File: src/rtl/uart_tx_fifo.sv
// uart_tx_fifo: UART transmitter fed by a small FIFO.
// Configurable framing; frames go out back to back.
module uart_tx_fifo #(
  parameter int CLKS_PER_BIT = 868,
  parameter int DATA_BITS    = 8,
  parameter int PARITY       = 0,
  parameter int STOP_BITS    = 1,
  parameter int FIFO_DEPTH   = 16
) (
  input  logic                          clk,
  input  logic                          rst,
  input  logic [DATA_BITS-1:0]          wr_data,
  input  logic                          wr_valid,
  output logic                          wr_ready,
  output logic                          tx,
  output logic                          busy,
  output logic [$clog2(FIFO_DEPTH):0]   fifo_count
);

  localparam int AW = $clog2(FIFO_DEPTH);
  localparam int CW = AW + 1;
  localparam int TW = $clog2(CLKS_PER_BIT);
  localparam int IW = $clog2(DATA_BITS);

  typedef enum logic [2:0] {
    IDLE, START, DATA, PAR, STOP
  } state_t;

  state_t state, state_n;

  logic [DATA_BITS-1:0] mem [FIFO_DEPTH];
  logic [AW-1:0]        wr_ptr, rd_ptr;
  logic [DATA_BITS-1:0] head;
  logic                 push, pop;

  logic [TW-1:0]        timer, timer_n;
  logic [IW-1:0]        idx, idx_n;
  logic [DATA_BITS-1:0] shift, shift_n;
  logic                 par_bit, par_n;
  logic                 tx_n, busy_n;
  logic                 bit_end;
  logic                 head_par;

  assign wr_ready = (fifo_count != CW'(FIFO_DEPTH));
  assign push     = wr_valid && wr_ready;
  assign head     = mem[rd_ptr];
  assign bit_end  = (timer == TW'(CLKS_PER_BIT - 1));
  assign head_par = (PARITY == 2) ? ^head : ~^head;

  // FIFO pointers and occupancy
  always_ff @(posedge clk) begin
    if (rst) begin
      wr_ptr     <= '0;
      rd_ptr     <= '0;
      fifo_count <= '0;
    end else begin
      if (push) wr_ptr <= wr_ptr + AW'(1);
      if (pop)  rd_ptr <= rd_ptr + AW'(1);
      if (push && !pop)
        fifo_count <= fifo_count + CW'(1);
      else if (pop && !push)
        fifo_count <= fifo_count - CW'(1);
    end
  end

  // FIFO storage, no reset needed
  always_ff @(posedge clk) begin
    if (push) mem[wr_ptr] <= wr_data;
  end

  // Frame sequencing; line level computed one cycle ahead
  always_comb begin
    state_n = state;
    timer_n = timer + TW'(1);
    idx_n   = idx;
    shift_n = shift;
    par_n   = par_bit;
    pop     = 1'b0;
    tx_n    = 1'b1;
    busy_n  = 1'b1;
    unique case (state)
      IDLE: begin
        busy_n  = 1'b0;
        timer_n = '0;
        if (fifo_count != '0) begin
          pop     = 1'b1;
          shift_n = head;
          par_n   = head_par;
          idx_n   = '0;
          state_n = START;
        end
      end
      START: begin
        tx_n = 1'b0;
        if (bit_end) begin
          timer_n = '0;
          idx_n   = '0;
          state_n = DATA;
        end
      end
      DATA: begin
        tx_n = shift[0];
        if (bit_end) begin
          timer_n = '0;
          shift_n = shift >> 1;
          if (idx == IW'(DATA_BITS - 1)) begin
            idx_n   = '0;
            state_n = (PARITY != 0) ? PAR : STOP;
          end else begin
            idx_n = idx + IW'(1);
          end
        end
      end
      PAR: begin
        tx_n = par_bit;
        if (bit_end) begin
          timer_n = '0;
          idx_n   = '0;
          state_n = STOP;
        end
      end
      STOP: begin
        if (bit_end) begin
          timer_n = '0;
          if (idx == IW'(STOP_BITS - 1)) begin
            idx_n = '0;
            if (fifo_count != '0) begin
              pop     = 1'b1;
              shift_n = head;
              par_n   = head_par;
              state_n = START;
            end else begin
              state_n = IDLE;
            end
          end else begin
            idx_n = idx + IW'(1);
          end
        end
      end
      default: state_n = IDLE;
    endcase
  end

  // State and registered line outputs
  always_ff @(posedge clk) begin
    if (rst) begin
      state   <= IDLE;
      timer   <= '0;
      idx     <= '0;
      shift   <= '0;
      par_bit <= 1'b0;
      tx      <= 1'b1;
      busy    <= 1'b0;
    end else begin
      state   <= state_n;
      timer   <= timer_n;
      idx     <= idx_n;
      shift   <= shift_n;
      par_bit <= par_n;
      tx      <= tx_n;
      busy    <= busy_n;
    end
  end

endmodule

File: config.mk
export PLATFORM = sky130hd
export DESIGN_NAME = uart_tx_fifo
export DESIGN_NICKNAME = d
export VERILOG_FILES = /design/src/rtl/uart_tx_fifo.sv
export SDC_FILE = /design/constraint.sdc
export NUM_CORES = 1
export LEC_CHECK = 0
export BUFFER_PORTS_ARGS = -buffer_cell sky130_fd_sc_hd__buf_2
export CELL_PAD_IN_SITES_DETAIL_PLACEMENT = 1
export CELL_PAD_IN_SITES_GLOBAL_PLACEMENT = 1
export CORE_ASPECT_RATIO = 0.9
export CORE_MARGIN = 3
export CORE_UTILIZATION = 50
export CTS_CLUSTER_DIAMETER = 40
export DETAILED_ROUTE_END_ITERATION = 8
export GPL_TIMING_DRIVEN = 1
export PLACE_DENSITY_LB_ADDON = 0.1
export SKIP_CTS_REPAIR_TIMING = 1
export SYNTH_ARGS = -nofsm -noshare
export SYNTH_HDL_FRONTEND = slang
export SYNTH_SLANG_ARGS = --single-unit
File: constraint.sdc
create_clock -name clk -period 10.3 [get_ports clk]
set_input_delay 1.03 -clock clk [delete_from_list [all_inputs] [get_ports clk]]
set_output_delay 1.03 -clock clk [all_outputs]
set_load 0.02 [all_outputs]
* After elaboration in Yosys (flattened, before gate mapping)
Memories as Yosys holds them, arrays and structs flattened. A register that Yosys moved wholly into a read port is not among the register bits. Index checks and enable logic that the tools add are counted.
Word-level totals: memories 1, output and inout bits 8, word-level logic and storage cells 90, input port bits 11, register bits after elaboration 40, bits in writable memories 128
Memories:
- mem | words 16, width 8, rd ports 1, clocked after Yosys merged registers in 1, write ports 1, RTL line 31 | logic [DATA_BITS-1:0] mem [FIFO_DEPTH];
Cells by class: muxes and demuxes 39, $add $sub $neg 6, equal/unequal tests 15, reduce and logical (&&, ||, !) cells 19
Operators by type and width (number):
- $mux W3 | 13
- $mux W8 | 4
- $pmux W8 S3 | 1
- $pmux W10 S2 | 1
- $pmux W3 S5 | 1
- $ne A2 B2 Y1 const B | 7
- $pmux W3 S4 | 1
- $add A10 B1 Y10 const B | 1
- $eq A10 B10 Y1 const B | 1
- $mux W1 | 10
- $mux W10 | 1
- $mux W5 | 2
- $add A4 B1 Y4 const B | 2
- $mux W4 | 2
- $reduce_xnor A8 Y1 | 1
- $reduce_and A7 Y1 | 1
- $eq A3 B2 Y1 const B | 2
- $eq A3 B3 Y1 const B | 2
- $logic_not A3 Y1 | 2
- $add A5 B1 Y5 const B | 1
- $ne A5 B5 Y1 const B | 1
- $reduce_and A5 Y1 | 1
- $reduce_bool A5 Y1 | 1
- $sub A5 B1 Y5 const B | 1
- 14 further kinds | 19

* Longest topological paths before layout
Gate-level depths: netlist (run 1).
word-level depth 8, mapped depth 15, gate-level depth less buffers 15

* Least setup slack after synthesis (run 1)
Ideal clock, no wire load.
kind register to register, start register timer[0], end register fifo_count[4], required time 10.229 ns, slack 7.081 ns, path buffers 0, data arrival time 3.149 ns, cell stages (with the launch flop) 15, path through dfxtp_1 ha_1 nand4bb_1 nor4_2 nand2b_1 a21oi_1 inv_1 ha_1 inv_1 ha_1 a21o_1 a21oi_1 xnor2_1 or3_1 a21oi_1
On the way: longest elaborated chain between the ends 6, elaborated cells between the ends (all ways) 8, those cells by class eq/ne: 1; mux: 3; reduce/logical: 4
RTL lines:
- start, declared | RTL line 36 | logic [TW-1:0] timer, timer_n;
- start signal, assigned | RTL line 156 | timer <= timer_n;
- $eq A10 B10 Y1 (*) | RTL line 47 | assign bit_end = (timer == TW'(CLKS_PER_BIT - 1));
- $mux W1 (*) | RTL line 123 | if (bit_end) begin
- $pmux W1 S2 (*) | RTL line 81 | unique case (state)
- $logic_not A1 Y1 | RTL line 59 | if (push && !pop)
- $logic_and A1 B1 Y1 | RTL line 59
- $mux W5 / $reduce_bool A2 Y1 (equally long branches)
- end signal, assigned | RTL line 60 | fifo_count <= fifo_count + CW'(1);
- end signal, assigned | RTL line 62 | fifo_count <= fifo_count - CW'(1);
- end, declared | RTL line 17 | output logic [$clog2(FIFO_DEPTH):0] fifo_count
Mark *: on every way between the ends. The rest lies on a longest branch, timed or not. A chain may end at the register's enable or synchronous reset.

* Worst setup path after layout (run 1)
Ends and elaborated chain as after synthesis.

==> results of run 1 <==
## sequential cells by signal (all words and copies together) (netlist names), named ones only
signal and cells:
timer 10, rd_ptr 4, idx 3, wr_ptr 4
mem 128, state 3, fifo_count 5, shift 8
busy 1, par_bit 1, tx 1
## kinds of logic after synthesis
family,Yosys count
buffers and inverters,32
AND/OR/NAND/NOR,121
flip-flops,172
adder cells (fa/ha/maj),14
AO/OA/AOI/OAI,53
multiplexers,41
XOR/XNOR,25
## report_power, final
group          total (mW)  internal [mW]  leakage [nW]  switching, mW
Sequential          0.837          0.795          1.52         0.0419
Combinational       0.486          0.209         0.797          0.277
Clock               0.617          0.336         0.270          0.281
Total                1.94           1.34          2.58          0.600
## cell type report
class | count | area, sq um
Timing Repair Buffer | 23 | 128
Clock buffer | 17 | 425
Sequential cell | 172 | 4730
Inverter | 10 | 37.5
Fill cell | 1301 | 5750
Clock inverter | 15 | 145
Tap cell | 189 | 236
Multi-Input combinational cell | 254 | 2170
## through the flow
step / area [sq um] / instances / hold WS, ns / worst slack (ns)
6_report: 7870 / 680 / 0.470 / 6.45
5_1_grt: 7870 / 680 / 0.503 / 6.07
4_1_cts: 7870 / 680 / 0.478 / 6.48
3_5_place_dp: 7300 / 648 / 0.462 / 6.50
3_3_place_gp: 7300 / 648 / 0.443 / 6.69
2_1_floorplan: 7090 / 458 / 0.430 / 7.08
## metal layers
layer / wire length [um] / share of wire / up-vias
li1: - / - / 1781
met1: 6780 / 0.47 / 2005
met5: 0 / 0 / -
met3: 680 / 0.047 / 12
met2: 6940 / 0.48 / 76
met4: 117 / 0.0081 / 0
## placed cells by master (no fill, tap or decap), drive strengths merged, types with 2 or more instances in the layout
cell and instances:
a21oi 13, mux2i 9, edfxtp 128, clkbuf 17, nor2 54, nand4 2, dfxtp 44, a22oi 17
clkinv 9, o21ai 7, nor3 7, inv 12, or4 3, nand2 25, or3 4, clkinvlp 3
buf 23, xor2 11, a21o 2, mux4 32, ha 13, and2 2, a211oi 8, nand2b 9
xnor2 14, nand3b 2, nor4 2, nand3 5, nor2b 2
## critical path, stage by stage (launching register included)
cell	delay, ns
dfxtp_1	0.37
ha_1	0.21
nand4bb_1	0.14
nor4_2	0.54
nand2b_1	0.19
a21oi_1	0.54
inv_1	0.18
ha_1	0.27
inv_1	0.14
ha_1	0.29
a21o_1	0.19
a21oi_1	0.17
xnor2_1	0.09
or3_1	0.30
a21oi_1	0.14
## how the worst min path moves through the flow
| stage | start | endpoint | slack (ns) | cells past startpoint |
|---|---|---|---|---|
| 3_5_place_dp | timer[0]$_SDFF_PP0_ | timer[0]$_SDFF_PP0_ | 0.46 | 1 |
| 5_1_grt | idx[2]$_SDFFE_PP0P_ | idx[2]$_SDFFE_PP0P_ | 0.50 | 2 |
| 6_report | timer[0]$_SDFF_PP0_ | timer[0]$_SDFF_PP0_ | 0.47 | 1 |
| 3_3_place_gp | timer[0]$_SDFF_PP0_ | timer[0]$_SDFF_PP0_ | 0.44 | 1 |
| 4_1_cts | timer[0]$_SDFF_PP0_ | timer[0]$_SDFF_PP0_ | 0.48 | 1 |
| 2_1_floorplan | timer[0]$_SDFF_PP0_ | timer[0]$_SDFF_PP0_ | 0.43 | 1 |
==> impl_metrics.toml, run 1 <==
[worst_setup_path]
timing.rr.start = "timer[0]$_SDFF_PP0_"
crit_end = "fifo_count[4]$_SDFFE_PP0P_"
arrival_ns = 4.21
start_kind = "flip-flop"
rrSetupSlack_ns = 6.45
crit_type = "reg2reg"
crit_required_ns = 10.66
reg2reg_depth = 14
startpoint = "timer[0]$_SDFF_PP0_"
crit_fanout = 6
cp-end-kind = "flip-flop"
rr_endpoint = "fifo_count[4]$_SDFFE_PP0P_"

[route]
vias_per_cell = 5.70
drt_wl_total_mm = 14.5
wl_per_cell_um = 21.4
vias = 3874
route.detailed.drc = 0
dr.pass1.iters = 5
detail-route-antenna-nets = 0
drtIter0Drc = 315

[pwr]
vdd_ir_drop_max_mv = 0.172
p_total_mw = 1.94
powerDensity_mw_per_mm2 = 247
p_leak_nw = 2.58

[synthesis]
synthCells = 458
synthFlopType = "edfxtp_1"
synth_edf_count = 128
synth_simple_gate_area_frac = 0.0796
synth_xor_xnor_area_share = 0.0309
async_flop_share = 0
ys_warn_count = 0
synth_compound_area_frac = 0.0500
synthesis.area_sq_mm = 0.00709
ys_seq_elements = 172
yosysTopAreaCell = "edfxtp_1"
synthDistinctLibCells = 49
synth_nets = 483
netlist_top_cells_area = "edfxtp_1 54%, dfxtp_1 12%, mux4_2 7.0%"
seq_area_frac_synth = 0.667
synthAdderAreaFrac = 0.0258
synthTopCellsByCount = "128 x edfxtp_1, 54 x nor2_1, 44 x dfxtp_1"
yosysMostFrequentCell = "edfxtp_1"
synth_top_family_by_area = "multiplexers"
synthMuxAreaShare = 0.120
synth.top_cell.area_share = 0.542
postSynthAreaPerCell_sq_um = 15.5

[global_route]
grt_use_total = 0.198
grtUsageMet1 = 0.282
grt-ovfl-total = 0
grt_pass1_vias = 4015
grtUsageMet3 = 0.0481
gr-max-usage-layer = "met2"
grt_pass1_wl_mm = 23.3
grt_start_max_net_pins = 34
met2_usage = 0.307
antenna_found_initial = 0

[clocking]
cts_sinks = 172
cts_buffer_depth = 2
clock-root-buffer = "clkbuf_16"
cts_made_buffers = 17
h-tree-depth = 4
path_clk_slew_ns = 0.07
cts_tree = "yes"
clkLatencyLatePin_ns = 0.43

[sta]
finalHoldViolCount = 0
clock_skew_ns = 0.0119
setup_viol = 0
drv_slew = 0
worstMarginPinSlew_ns = 1.11
min_period_over_period = 0.373
fmaxAchievable_mhz = 260
rsz0062_at_grt = "no"
fin_tns_setup_ns = 0
maxSlewHeadroom = 0.259
fin_crit_ns = 3.85

[placement]
place.gp.congestion = 0.774
portBuffers = 18
dp_hpwl_mm = 9.31

[layout]
nets = 503
final_util = 0.578
diodes = 0
area_growth_pct = 11.0
drive_gt1_frac = 0.165

[run_status]
status = "complete, no violations"

[floorplan]
initial_core_util = 0.521
die_area_sq_mm = 0.0156
ios = 19
die_x_um = 131
core_sq_mm = 0.0136
rows = 40
die_h_um = 119

[flow_run]
maxCapViolCount = 0

[min_path]
worstHoldPathType = "reg2reg"
(Power assumes the default switching activity.)
==> run 2: changes to the inputs <==
- CORE_UTILIZATION: 50 -> 48
- clock period: 10.3 -> 3.15 ns (I/O delays scaled with it)
==> impl_metrics.toml, run 2 (synthesized netlist as in run 1, its figures left out) <==
[worst_setup_path]
startpoint = "timer[0]$_SDFF_PP0_"
crit_required_ns = 3.50
crit_end = "fifo_count[4]$_SDFFE_PP0P_"
reg2reg_depth = 15
rrSetupSlack_ns = 0.19
timing.rr.start = "timer[0]$_SDFF_PP0_"
start_kind = "flip-flop"
rr_endpoint = "fifo_count[4]$_SDFFE_PP0P_"
crit_fanout = 4
crit_type = "reg2reg"
arrival_ns = 3.31
cp-end-kind = "flip-flop"

[layout]
nets = 522
final_common_cell = "edfxtp_1"
top_regs = "mem x128, timer x10, shift x8"
drive_gt1_frac = 0.204
fin_area_sq_mm = 0.00810
diodes = 0
mostFrequentLayoutCells = "128 x edfxtp_1, 54 x nor2_1, 41 x dfxtp_1"
fin_cells = 703
largest_register_ffs = 128
final_util = 0.570
regMostFlops = "mem"
area_growth_pct = 14.3

[sta]
hold_slack_ns = 0.285
worstMarginPinSlew_ns = 0.845
setup_viol = 0
fin_ws_ns = 0.193
finalHoldViolCount = 0
clock_skew_ns = 0.0100
fin_crit_ns = 2.96
maxSlewHeadroom = 0.434
fmaxAchievable_mhz = 338
rsz0062_at_grt = "no"
fin_tns_setup_ns = 0
min_period_over_period = 0.939
drv_slew = 0

[global_route]
grt_pass1_vias = 4103
met2_usage = 0.301
grtUsageMet3 = 0.0498
grt_pass1_wl_mm = 23.6
grt-ovfl-total = 0
grtUsageMet1 = 0.288
antenna_found_initial = 0
gr-max-usage-layer = "met2"
grt_start_max_net_pins = 34
grt_use_total = 0.198

[floorplan]
ios = 19
initial_core_util = 0.499
rows = 41
die_x_um = 134
die_h_um = 121
die_area_sq_mm = 0.0163
core_sq_mm = 0.0142

[clocking]
clock-root-buffer = "clkbuf_16"
cts_sinks = 172
clkLatencyLatePin_ns = 0.43
path_clk_slew_ns = 0.07
cts_tree = "yes"
cts_made_buffers = 17
cts_buffer_depth = 2
h-tree-depth = 4

[pwr]
combPwrFrac = 0.259
pwr-share-seq = 0.413
internal-power_mw = 4.63
p_leak_nw = 2.71
p_total_mw = 6.57
powerDensity_mw_per_mm2 = 811
sw_frac_of_total = 0.295
vdd_ir_drop_max_mv = 0.675
clockPowerShare = 0.328
p_sw_mw = 1.94

[placement]
place.gp.congestion = 0.779
dp_hpwl_mm = 9.63
portBuffers = 18
dp_cells = 670
place_ws_ns = -0.0777
placed_cell_area_sq_mm = 0.00746

[route]
vias = 3919
vias_per_cell = 5.57
drtIter0Drc = 236
detail-route-antenna-nets = 0
route.detailed.drc = 0
drt_wl_total_mm = 14.7
dr.pass1.iters = 5
wl_per_cell_um = 20.9

[run_status]
status = "complete, no violations"

[min_path]
worstHoldPathType = "in2reg"

[flow_run]
maxCapViolCount = 0
==> run 2: layout make-up <==
class,instances,area (sq um)
clock buffer,18,429
clock inverter,14,184
fill,1350,6110
inverter,10,37.5
multi-input combinational,254,2180
sequential,172,4730
tap,193,241
timing repair buffer,42,295
==> run 2: worst min path at each step <==
stage,start,cells past startpoint,end
after floorplan,wr_data[0],0,mem[0][0]$_DFFE_PP_
after global placement,timer[0]$_SDFF_PP0_,1,timer[0]$_SDFF_PP0_
after detailed placement,timer[0]$_SDFF_PP0_,1,timer[0]$_SDFF_PP0_
after CTS,wr_data[6],1,mem[4][6]$_DFFE_PP_
after global routing,wr_data[6],1,mem[4][6]$_DFFE_PP_
final,wr_data[4],1,mem[6][4]$_DFFE_PP_
==> run 2: worst max-delay path, stage by stage (launching register included) <==
cell	delay, ns
dfxtp_4	0.36
ha_2	0.20
nand4bb_1	0.14
nor4_2	0.18
buf_4	0.17
nand2b_1	0.11
a21oi_2	0.17
inv_1	0.10
ha_2	0.21
inv_2	0.09
ha_1	0.27
a21o_1	0.20
a21oi_2	0.15
xnor2_1	0.09
or3_1	0.31
a21oi_1	0.14
==> run 2: power groups by stage <==
stage / Sequential, mW / Combinational [mW] / Clock, mW
4_1_cts: 2.71 / 1.72 / 2.21
5_1_grt: 2.73 / 1.90 / 2.31
3_3_place_gp: 2.74 / 1.65 / 0
3_5_place_dp: 2.76 / 1.70 / 0
6_report: 2.71 / 1.70 / 2.16
2_1_floorplan: 2.76 / 1.23 / 0
==> run 2: layer usage <==
layer	vias up	part of all wire
met1	1999	0.47
met4	0	0.012
met2	90	0.47
met5	-	0
met3	16	0.050
li1	1814	-
==> run 3: changes to the inputs <==
- CORE_MARGIN: 3 -> unset
- PLACE_DENSITY_LB_ADDON: 0.1 -> 0.15
==> impl_metrics.toml, run 3 (synthesized netlist as in run 1, its figures left out) <==
[worst_setup_path]
cpMostUsedCell = "a21oi_1"
slowest_stage = "or4_1"
crit_type = "reg2reg"
cp-end-kind = "flip-flop"
timing.rr.start = "fifo_count[0]$_SDFFE_PP0P_"
arrival_ns = 3.26
path_cells = "or4_1 > o21ai_2 > a21oi_2 > inv_1 > ha_1 > inv_2 > fa_1 > a21o_1 > a21oi_1 > xnor2_1 > or3_1 > a21oi_1"
rr_endpoint = "fifo_count[4]$_SDFFE_PP0P_"
path_delay_family = "simple AND/OR/NAND/NOR gates"
start_kind = "flip-flop"
reg2reg_depth = 12
cp_num_buf_inv = 2
rrSetupSlack_ns = 0.24
crit_required_ns = 3.50
crit_fanout = 4
critPathMaxStageDelay_ns = 0.60

[clocking]
h-tree-depth = 4
clock-root-buffer = "clkbuf_16"
path_clk_slew_ns = 0.07
cts_tree = "yes"
cts_made_buffers = 17
cts_buffer_depth = 2
cts_sinks = 172
clkLatencyLatePin_ns = 0.43

[layout]
regMostFlops = "mem"
fin_cells = 707
final.fill_count = 1377
nets = 526
fin_area_sq_mm = 0.00804
final_common_cell = "edfxtp_1"
largest_register_ffs = 128
top_regs = "mem x128, timer x10, shift x8"
area_growth_pct = 13.5
drive_gt1_frac = 0.198
diodes = 0
mostFrequentLayoutCells = "128 x edfxtp_1, 54 x nor2_1, 42 x dfxtp_1"

[run_status]
status = "complete, no violations"

[route]
vias = 3892
dr.pass1.iters = 4
route.detailed.drc = 0
vias_per_cell = 5.50
drtIter0Drc = 316
wl_per_cell_um = 20.5
detail-route-antenna-nets = 0
drt_wl_total_mm = 14.5

[flow_run]
maxCapViolCount = 0

[min_path]
whs_path_depth = 1
worstHoldStart = "wr_data[5]"
worstHoldPathType = "in2reg"
hold_end = "mem[7][5]$_DFFE_PP_"

[global_route]
grt-ovfl-total = 0
antenna_found_initial = 0
grt_pass1_wl_mm = 22.5
grt_use_total = 0.212
grt_pass1_vias = 4036
grt_start_max_net_pins = 34

[floorplan]
die_h_um = 117
ios = 19
initial_core_util = 0.499
core_sq_mm = 0.0142
die_x_um = 130
rows = 41
die_area_sq_mm = 0.0153

[sta]
finalHoldViolCount = 0
drv_slew = 0
fin_crit_ns = 2.91
setup_viol = 0
worstMarginPinSlew_ns = 0.860
clock_skew_ns = 0.00952
maxSlewHeadroom = 0.425
hold_slack_ns = 0.281
min_period_over_period = 0.924
fmaxAchievable_mhz = 344
fin_tns_setup_ns = 0

[placement]
dp_cells = 675
portBuffers = 18
placed_cell_area_sq_mm = 0.00749
dp_hpwl_mm = 9.43
place.gp.congestion = 0.752

[pwr]
p_leak_nw = 2.68
powerDensity_mw_per_mm2 = 773
vdd_ir_drop_max_mv = 0.386
p_total_mw = 6.22
## run 3: cell count changes in the layout (fill, tap and decap cells not counted), moves of 3 or more
cell / change
buf_4: +5
clkinv_1: +3
bufinv_16: -3
inv_6: -3
## run 3: metrics by stage
| stage | worst slack, ns | util |
|---|---|---|
| after floorplan | 0.0580 | - |
| after global placement | 0.0645 | 0.527 |
| after detailed placement | -0.0941 | 0.527 |
| after CTS | -0.102 | 0.563 |
| after global routing | -0.0166 | 0.566 |
| final | 0.241 | 0.566 |
## run 3: worst max path at each step
stage,from,endpoint,cells after the start
3_3_place_gp,timer[0]$_SDFF_PP0_,fifo_count[4]$_SDFFE_PP0P_,14
4_1_cts,timer[0]$_SDFF_PP0_,fifo_count[4]$_SDFFE_PP0P_,14
2_1_floorplan,timer[0]$_SDFF_PP0_,fifo_count[4]$_SDFFE_PP0P_,14
5_1_grt,timer[1]$_SDFF_PP0_,fifo_count[4]$_SDFFE_PP0P_,14
6_report,fifo_count[0]$_SDFFE_PP0P_,fifo_count[4]$_SDFFE_PP0P_,12
3_5_place_dp,timer[0]$_SDFF_PP0_,fifo_count[4]$_SDFFE_PP0P_,14
## run 3: layer usage
metal | share of wire | routed length [um] | GRT usage
met1 | 0.48 | 6890 | 0.296
met2 | 0.47 | 6740 | 0.328
met3 | 0.043 | 625 | 0.0459
met4 | 0.015 | 216 | 0.0806
met5 | 0 | 0 | 0
## run 3: worst register-to-register path, delay by kind of cell, from the launching register on
kind / cells / cell delay (ns)
AO/OA/AOI/OAI: 5 / 0.71
XOR/XNOR: 1 / 0.10
adder cells (fa/ha/maj): 2 / 0.62
buffers and inverters: 2 / 0.21
flip-flops: 1 / 0.31
AND/OR/NAND/NOR: 2 / 0.91
## run 3: final cells by class
type | count | area [sq um] | share of cell area
repair buffers | 46 | 313 | 0.0389
inverters | 10 | 37.5 | 0.00467
clock buffers | 20 | 437 | 0.0543
clock inverters | 12 | 73.8 | 0.00918
well taps | 193 | 241 | 0.0300
multi-input cells | 254 | 2210 | 0.275
flip-flops and latches | 172 | 4730 | 0.588
## run 3: power breakdown
group | internal (mW) | leakage (nW) | switching [mW]
Clock | 0.997 | 0.240 | 0.837
Combinational | 0.755 | 0.922 | 0.895
Sequential | 2.60 | 1.52 | 0.136
